`config.mk`:
```
export PLATFORM = sky130hd
export DESIGN_NAME = uart_line_ctrl
export DESIGN_NICKNAME = d
export VERILOG_FILES = /design/src/rtl/uart_line_ctrl.sv
export SDC_FILE = /design/constraint.sdc
export NUM_CORES = 1
export LEC_CHECK = 0
export BUFFER_PORTS_ARGS = -buffer_cell sky130_fd_sc_hd__buf_2
export CAP_MARGIN = 20
export CORE_ASPECT_RATIO = 1.2
export CORE_UTILIZATION = 50
export CTS_CLUSTER_SIZE = 30
export DETAILED_ROUTE_END_ITERATION = 6
export PLACE_DENSITY = 0.69
export SLEW_MARGIN = 25
export SYNTH_ARGS = -nofsm -noshare
export SYNTH_HDL_FRONTEND = slang
export SYNTH_SLANG_ARGS = --single-unit
export TNS_END_PERCENT = 30
```
`constraint.sdc`:
```
create_clock -name clk -period 2.3 [get_ports clk]
set_clock_uncertainty 0.1 [all_clocks]
set_input_delay 0.345 -clock clk [delete_from_list [all_inputs] [get_ports clk]]
set_output_delay 0.345 -clock clk [all_outputs]
set_load 0.03 [all_outputs]
```
`src/rtl/uart_line_ctrl.sv`:
```
// Line assembler behind the UART receiver: buffers bytes up to a terminator,
// then replays the finished line on a valid/ready stream with status flags.
module uart_line_ctrl #(
    parameter int         MAX_LEN     = 32,
    parameter logic [7:0] TERM_CHAR   = 8'h0D,
    parameter int         TIMEOUT_CYC = 0
) (
    input  logic       clk,
    input  logic       rstn,
    input  logic       rx_valid,
    input  logic [7:0] rx_byte,
    input  logic       start_pulse,
    input  logic       framing_error,
    output logic       out_valid,
    output logic [7:0] out_byte,
    output logic       out_last,
    input  logic       out_ready,
    output logic [7:0] line_len,
    output logic       eos,
    output logic [3:0] err_flags,
    input  logic       err_clr
);

    localparam int AW = $clog2(MAX_LEN);
    localparam logic [7:0] MAX_CNT = 8'(MAX_LEN);
    localparam bit TO_EN = TIMEOUT_CYC > 0;
    localparam int IW = (TIMEOUT_CYC > 1) ? $clog2(TIMEOUT_CYC) : 1;
    localparam logic [IW-1:0] IDLE_LAST =
        IW'((TIMEOUT_CYC > 0) ? TIMEOUT_CYC - 1 : 0);

    // err_flags bit positions
    localparam int E_FRAME   = 0;
    localparam int E_OVERFL  = 1;
    localparam int E_OVERRUN = 2;
    localparam int E_TIMEOUT = 3;

    typedef enum logic [1:0] {
        COLLECT,
        DISCARD,
        DRAIN
    } state_t;

    state_t        state;
    logic [7:0]    count;
    logic [7:0]    rd_ptr;
    logic [IW-1:0] idle;
    logic [7:0]    line_buf [MAX_LEN];

    logic       is_term;
    logic       wr_en;
    logic [7:0] nxt_ptr;

    assign is_term = (rx_byte == TERM_CHAR);
    assign nxt_ptr = rd_ptr + 8'd1;

    assign wr_en = (state == COLLECT) && !framing_error && rx_valid
                && !is_term && (count < MAX_CNT);

    // Storage has no reset: count gates every read, so stale data is harmless.
    always_ff @(posedge clk) begin
        if (wr_en) begin
            line_buf[count[AW-1:0]] <= rx_byte;
        end
    end

    always_ff @(posedge clk) begin
        if (!rstn) begin
            state     <= COLLECT;
            count     <= 8'd0;
            rd_ptr    <= 8'd0;
            idle      <= '0;
            line_len  <= 8'd0;
            eos       <= 1'b0;
            err_flags <= 4'b0;
            out_valid <= 1'b0;
            out_last  <= 1'b0;
            out_byte  <= 8'd0;
        end else begin
            // Clears come first so a coincident set below wins.
            if (start_pulse) begin
                eos <= 1'b0;
            end
            if (err_clr) begin
                err_flags <= 4'b0;
            end

            unique case (state)
                COLLECT: begin
                    if (framing_error) begin
                        err_flags[E_FRAME] <= 1'b1;
                        idle               <= '0;
                        state              <= DISCARD;
                    end else if (rx_valid) begin
                        idle <= '0;
                        if (!is_term) begin
                            if (count < MAX_CNT) begin
                                count <= count + 8'd1;
                            end else begin
                                err_flags[E_OVERFL] <= 1'b1;
                                state               <= DISCARD;
                            end
                        end else if (count != 8'd0) begin
                            line_len  <= count;
                            eos       <= 1'b1;
                            rd_ptr    <= 8'd0;
                            out_valid <= 1'b1;
                            out_byte  <= line_buf[0];
                            out_last  <= (count == 8'd1);
                            state     <= DRAIN;
                        end
                    end else if (TO_EN && count != 8'd0) begin
                        if (idle == IDLE_LAST) begin
                            err_flags[E_TIMEOUT] <= 1'b1;
                            count                <= 8'd0;
                            idle                 <= '0;
                        end else begin
                            idle <= idle + 1'b1;
                        end
                    end
                end

                DISCARD: begin
                    if (rx_valid && is_term) begin
                        count <= 8'd0;
                        state <= COLLECT;
                    end
                end

                DRAIN: begin
                    if (rx_valid || framing_error) begin
                        err_flags[E_OVERRUN] <= 1'b1;
                    end
                    if (out_ready) begin
                        if (out_last) begin
                            out_valid <= 1'b0;
                            out_last  <= 1'b0;
                            count     <= 8'd0;
                            rd_ptr    <= 8'd0;
                            state     <= COLLECT;
                        end else begin
                            rd_ptr   <= nxt_ptr;
                            out_byte <= line_buf[nxt_ptr[AW-1:0]];
                            out_last <= (nxt_ptr == line_len - 8'd1);
                        end
                    end
                end

                default: begin
                    state <= COLLECT;
                end
            endcase
        end
    end

endmodule

```
==> qor.csv <==
stage;metric;value;unit
final_layout;fillers;1722;
grt;gr usage total;25.0;%
floorplan;CORE AREA;24100;um2
floorplan;DIE HEIGHT;175;um
worst_hold_path;HP Start;rstn;
placement;dpl cell area;13800;um2
floorplan;Starting Density;51.4;%
synth;Mean Syn Cell Area;14.1;um2
floorplan;Die Width;146;um
pwr;Power Dens Cells;729;nW/um2
placement;gp weighted congestion;0.833;
final_layout;FF/Latch Area;8490;um2
floorplan;die area;25400;um2
synth;Syn Nets;904;
timing;RSZ-0062 raised after global routing;true;
grt;vias in the first global route;7872;
worst_hold_path;Hold Path End;out_last$_SDFFE_PN0P_;
pwr;worst vdd ir;0.000580;V
clocking;clk buf depth;3;
run;Max-Cap Viols;0;
timing;Tightest Pin Transition;0.743;ns
clocking;CTS tree;done;
clocking;Clock Root Buffer;clkbuf_16;
grt;initial antenna violation count;1;
clocking;CTS Buf Count;29;
timing;fin crit period;2.40;ns
critical_path;worst path arrival time;2.80;ns
synth;YS warnings;0;
critical_path;crit path max fanout;9;
grt;first-pass GRT wire length;47.4;mm
final_layout;Multi-input gate area;4210;um2
final_layout;Layout Utilization;64.4;%
final_layout;layout cells sized above 1;32.3;%
run_status;status;finished, violations left;
run_status;failing checks;setup timing;
routing;DRC viols;0;
critical_path;reg2reg setup slack;-0.1;ns
pwr;Clk pwr share;44.1;%
synth;Synth top area share;62.0;%
timing;part of the cycle the worst path needs;104;%
pwr;Sw Ratio;20.5;%
floorplan;I/O pin count;38;
synth;FF+latch count, synth;296;
final_layout;fin area;15500;um2
synth;mapped cell area;12400;um2
critical_path;worst path required time;2.70;ns
pwr;Internal;9.00;mW
final_layout;Final nets;1042;
worst_hold_path;Hold Path Class;primary input to flip-flop;
grt;grt ovf;0;
timing;Final Hold Viols;0;
synth;Synth Instances;879;
critical_path;CP max-delay cell;or4_4;
routing;final wirelength;31.9;mm
synth;async set-reset flop share out of synthesis;0;%
placement;HPWL Detailed;20.5;mm
synth;Main synth FF type;edfxtp_1;
critical_path;Worst R2R Start;rd_ptr[0]$_SDFFE_PN0P_;
clocking;clk sinks;296;
pwr;Flop pwr share;51.9;%
critical_path;startpoint type of the worst setup path;flip-flop;
routing;Routed wire per std cell;23.5;um
critical_path;worst stage delay on the critical path;0.51;ns
clocking;CTS H-tree lvls;1;
clocking;Worst-path clk slew;0.06;ns
critical_path;Worst Setup End Kind;flip-flop;
routing;vias per cell;5.92;
placement;buffers added on ports;36;
pwr;NetSw;2.32;mW
grt;largest net degree at the start of global routing;34;
synth;largest area contributor in the netlist;edfxtp_1;
final_layout;Finished Layout Cells;1358;
routing;via count;8042;
clocking;worst skew pair latency;0.57;ns
timing;max_slew headroom;50.3;%
synth;Distinct cells, synth;55;
pwr;PnR Total Power;11.3;mW
timing;Fin Hold WS;0.0863;ns
final_layout;Area Growth Syn to Fin;25.2;%
pwr;Leakage;5.15;nW
routing;DRT antenna net count;0;
critical_path;critical path class;flip-flop to flip-flop;
critical_path;FF-to-FF path depth;10;
critical_path;R2R Path End;out_byte[7]$_SDFFE_PN0P_;
timing;Fmax achieved;417;MHz
synth;post-synthesis sequential area ratio;68.4;%
final_layout;# diodes;0;
synth;number of synthesized flops with an enable pin;256;
worst_hold_path;WHS Path Cells;4;
synth;top post-synthesis cells by area;edfxtp_1, dfxtp_1, mux4_2, nand2_1, nor2_1;
routing;DR pass1 iterations;6;
timing;max-slew violations;0;
timing;Setup Viol. Count Final;7;
routing;first-iteration detailed-routing DRC count;890;
floorplan;FP Rows;62;
critical_path;worst path cell trace;ha_4, buf_6, xnor2_4, buf_12, clkbuf_16, nor3_2, a221o_1, nor3_1, or4_4, a31oi_1;
placement;Inst Count DP;1290;
pwr;Logic pwr share;4.0;%
timing;final setup margin;-0.0986;ns
final cells by class:
class                      instances  area share (%)
clock buffer                      31            4.72
sequential                       296            54.7
inverter                          14           0.338
timing repair buffer             153            8.88
multi-input combinational        523            27.1
tap                              320            2.58
clock inverter                    21            1.74
repair_timing:
| item | in CTS | in global routing |
|---|---|---|
| endpoints found under the hold margin | 2 | 0 |
| gates cloned | 2 | 2 |
| setup buffers | 2 | 8 |
| hold buffers | 2 | 0 |
| endpoints found under the setup margin | 256 | 279 |
| pin swaps | 8 | 29 |
| resized for setup | 51 | 67 |
flip-flops by register name (all words and copies together), names as in the netlist:
name and flops:
rd_ptr 8, out_byte 8, line_len 8, count 8, state 2, out_last 1
eos 1, out_valid 1, line_buf 256, err_flags 3
power by group through the flow:
| stage | sequential [mW] | combinational [mW] | clock, mW |
|---|---|---|---|
| 2_1_floorplan | 6.00 | 0.152 | 0 |
| 3_3_place_gp | 5.99 | 0.404 | 0 |
| 3_5_place_dp | 5.99 | 0.408 | 0 |
| 4_1_cts | 5.88 | 0.424 | 5.05 |
| 5_1_grt | 5.88 | 0.481 | 5.22 |
| 6_report | 5.88 | 0.452 | 4.99 |
cell usage after synthesis, types with 4 or more instances:
cell type	instances
a21oi_1	18
a41oi_1	7
a31oi_1	11
nor2b_1	10
and2_1	17
nand2_1	116
buf_2	21
a21boi_0	14
nand4_1	7
or4_1	8
nor2_1	69
nand2b_1	4
xnor2_1	15
ha_1	10
a211oi_1	16
inv_1	14
a221o_1	6
or3_1	4
edfxtp_1	256
buf_4	5
mux4_2	34
o2bb2ai_1	8
clkbuf_1	16
o21ai_0	19
mux2i_1	16
nor3_1	18
nand3b_1	6
nand3_1	42
dfxtp_1	40
xor2_1	13
layout by cell type (no fill, tap or decap), types with 5 or more instances in the layout:
| master | count |
|---|---|
| a211oi_1 | 12 |
| a21boi_0 | 13 |
| a21oi_1 | 15 |
| a221o_1 | 6 |
| a31oi_1 | 9 |
| and2_1 | 16 |
| buf_12 | 13 |
| buf_2 | 36 |
| buf_4 | 88 |
| buf_6 | 6 |
| bufinv_16 | 6 |
| clkbuf_16 | 31 |
| clkinv_1 | 7 |
| dfxtp_1 | 35 |
| dfxtp_2 | 5 |
| edfxtp_1 | 256 |
| ha_1 | 7 |
| inv_1 | 12 |
| mux2i_1 | 13 |
| mux4_2 | 34 |
| nand2_1 | 111 |
| nand2_2 | 5 |
| nand3_1 | 33 |
| nand3_2 | 8 |
| nand3b_1 | 6 |
| nand4_1 | 7 |
| nor2_1 | 35 |
| nor2_4 | 31 |
| nor2b_1 | 8 |
| nor3_1 | 10 |
| nor3_2 | 7 |
| o21ai_0 | 18 |
| o2bb2ai_1 | 7 |
| or4_4 | 7 |
| xnor2_1 | 15 |
| xor2_1 | 12 |
through the flow:
| step | setup slack [ns] | TNS [ns] |
|---|---|---|
| 2_1_floorplan | -0.0720 | -10.97 |
| 3_3_place_gp | -0.236 | -40.83 |
| 3_5_place_dp | -0.267 | -43.36 |
| 4_1_cts | -0.104 | -0.565 |
| 5_1_grt | -0.133 | -0.950 |
| 6_report | -0.0986 | -0.479 |
worst max-delay path by stage:
stage | from | endpoint | slack [ns]
after floorplan | state[0]$_SDFFE_PN0P_ | line_buf[29][0]$_DFFE_PP_ | -0.07
after global placement | rx_byte[4] | line_buf[1][7]$_DFFE_PP_ | -0.24
after detailed placement | rd_ptr[1]$_SDFFE_PN0P_ | out_byte[5]$_SDFFE_PN0P_ | -0.27
after CTS | rd_ptr[0]$_SDFFE_PN0P_ | out_byte[7]$_SDFFE_PN0P_ | -0.10
after global routing | rd_ptr[0]$_SDFFE_PN0P_ | out_byte[7]$_SDFFE_PN0P_ | -0.13
final | rd_ptr[0]$_SDFFE_PN0P_ | out_byte[7]$_SDFFE_PN0P_ | -0.1
cells by family after synthesis:
| logic type | count (synthesis) | share of synthesized area, % |
|---|---|---|
| adders and majority gates | 10 | 1.01 |
| DFF | 296 | 68.4 |
| AOI/OAI and AO/OA | 112 | 6.41 |
| xor gates and xnor gates | 29 | 2.11 |
| buffers and inverters | 60 | 2.30 |
| and+or+nand+nor | 321 | 12.3 |
| other | 1 | 0.0302 |
| muxes | 50 | 7.46 |
layer usage:
layer  share of wire (%)  global-route usage [%]
met1                  39                    32.6
met2                  51                    43.4
met3                 7.0                    3.20
met4                 3.3                    8.16
met5               0.025                       0
worst max-delay path, delay by kind of cell, from the launching register on:
kind            cells  cell delay, ns
simple gates        3            0.76
xor+xnor            1            0.13
fa+ha+maj           1            0.19
buf+inv             3            0.45
compound gates      2            0.35
flops               1            0.35
Note: power is estimated with default switching activity, not from simulation.
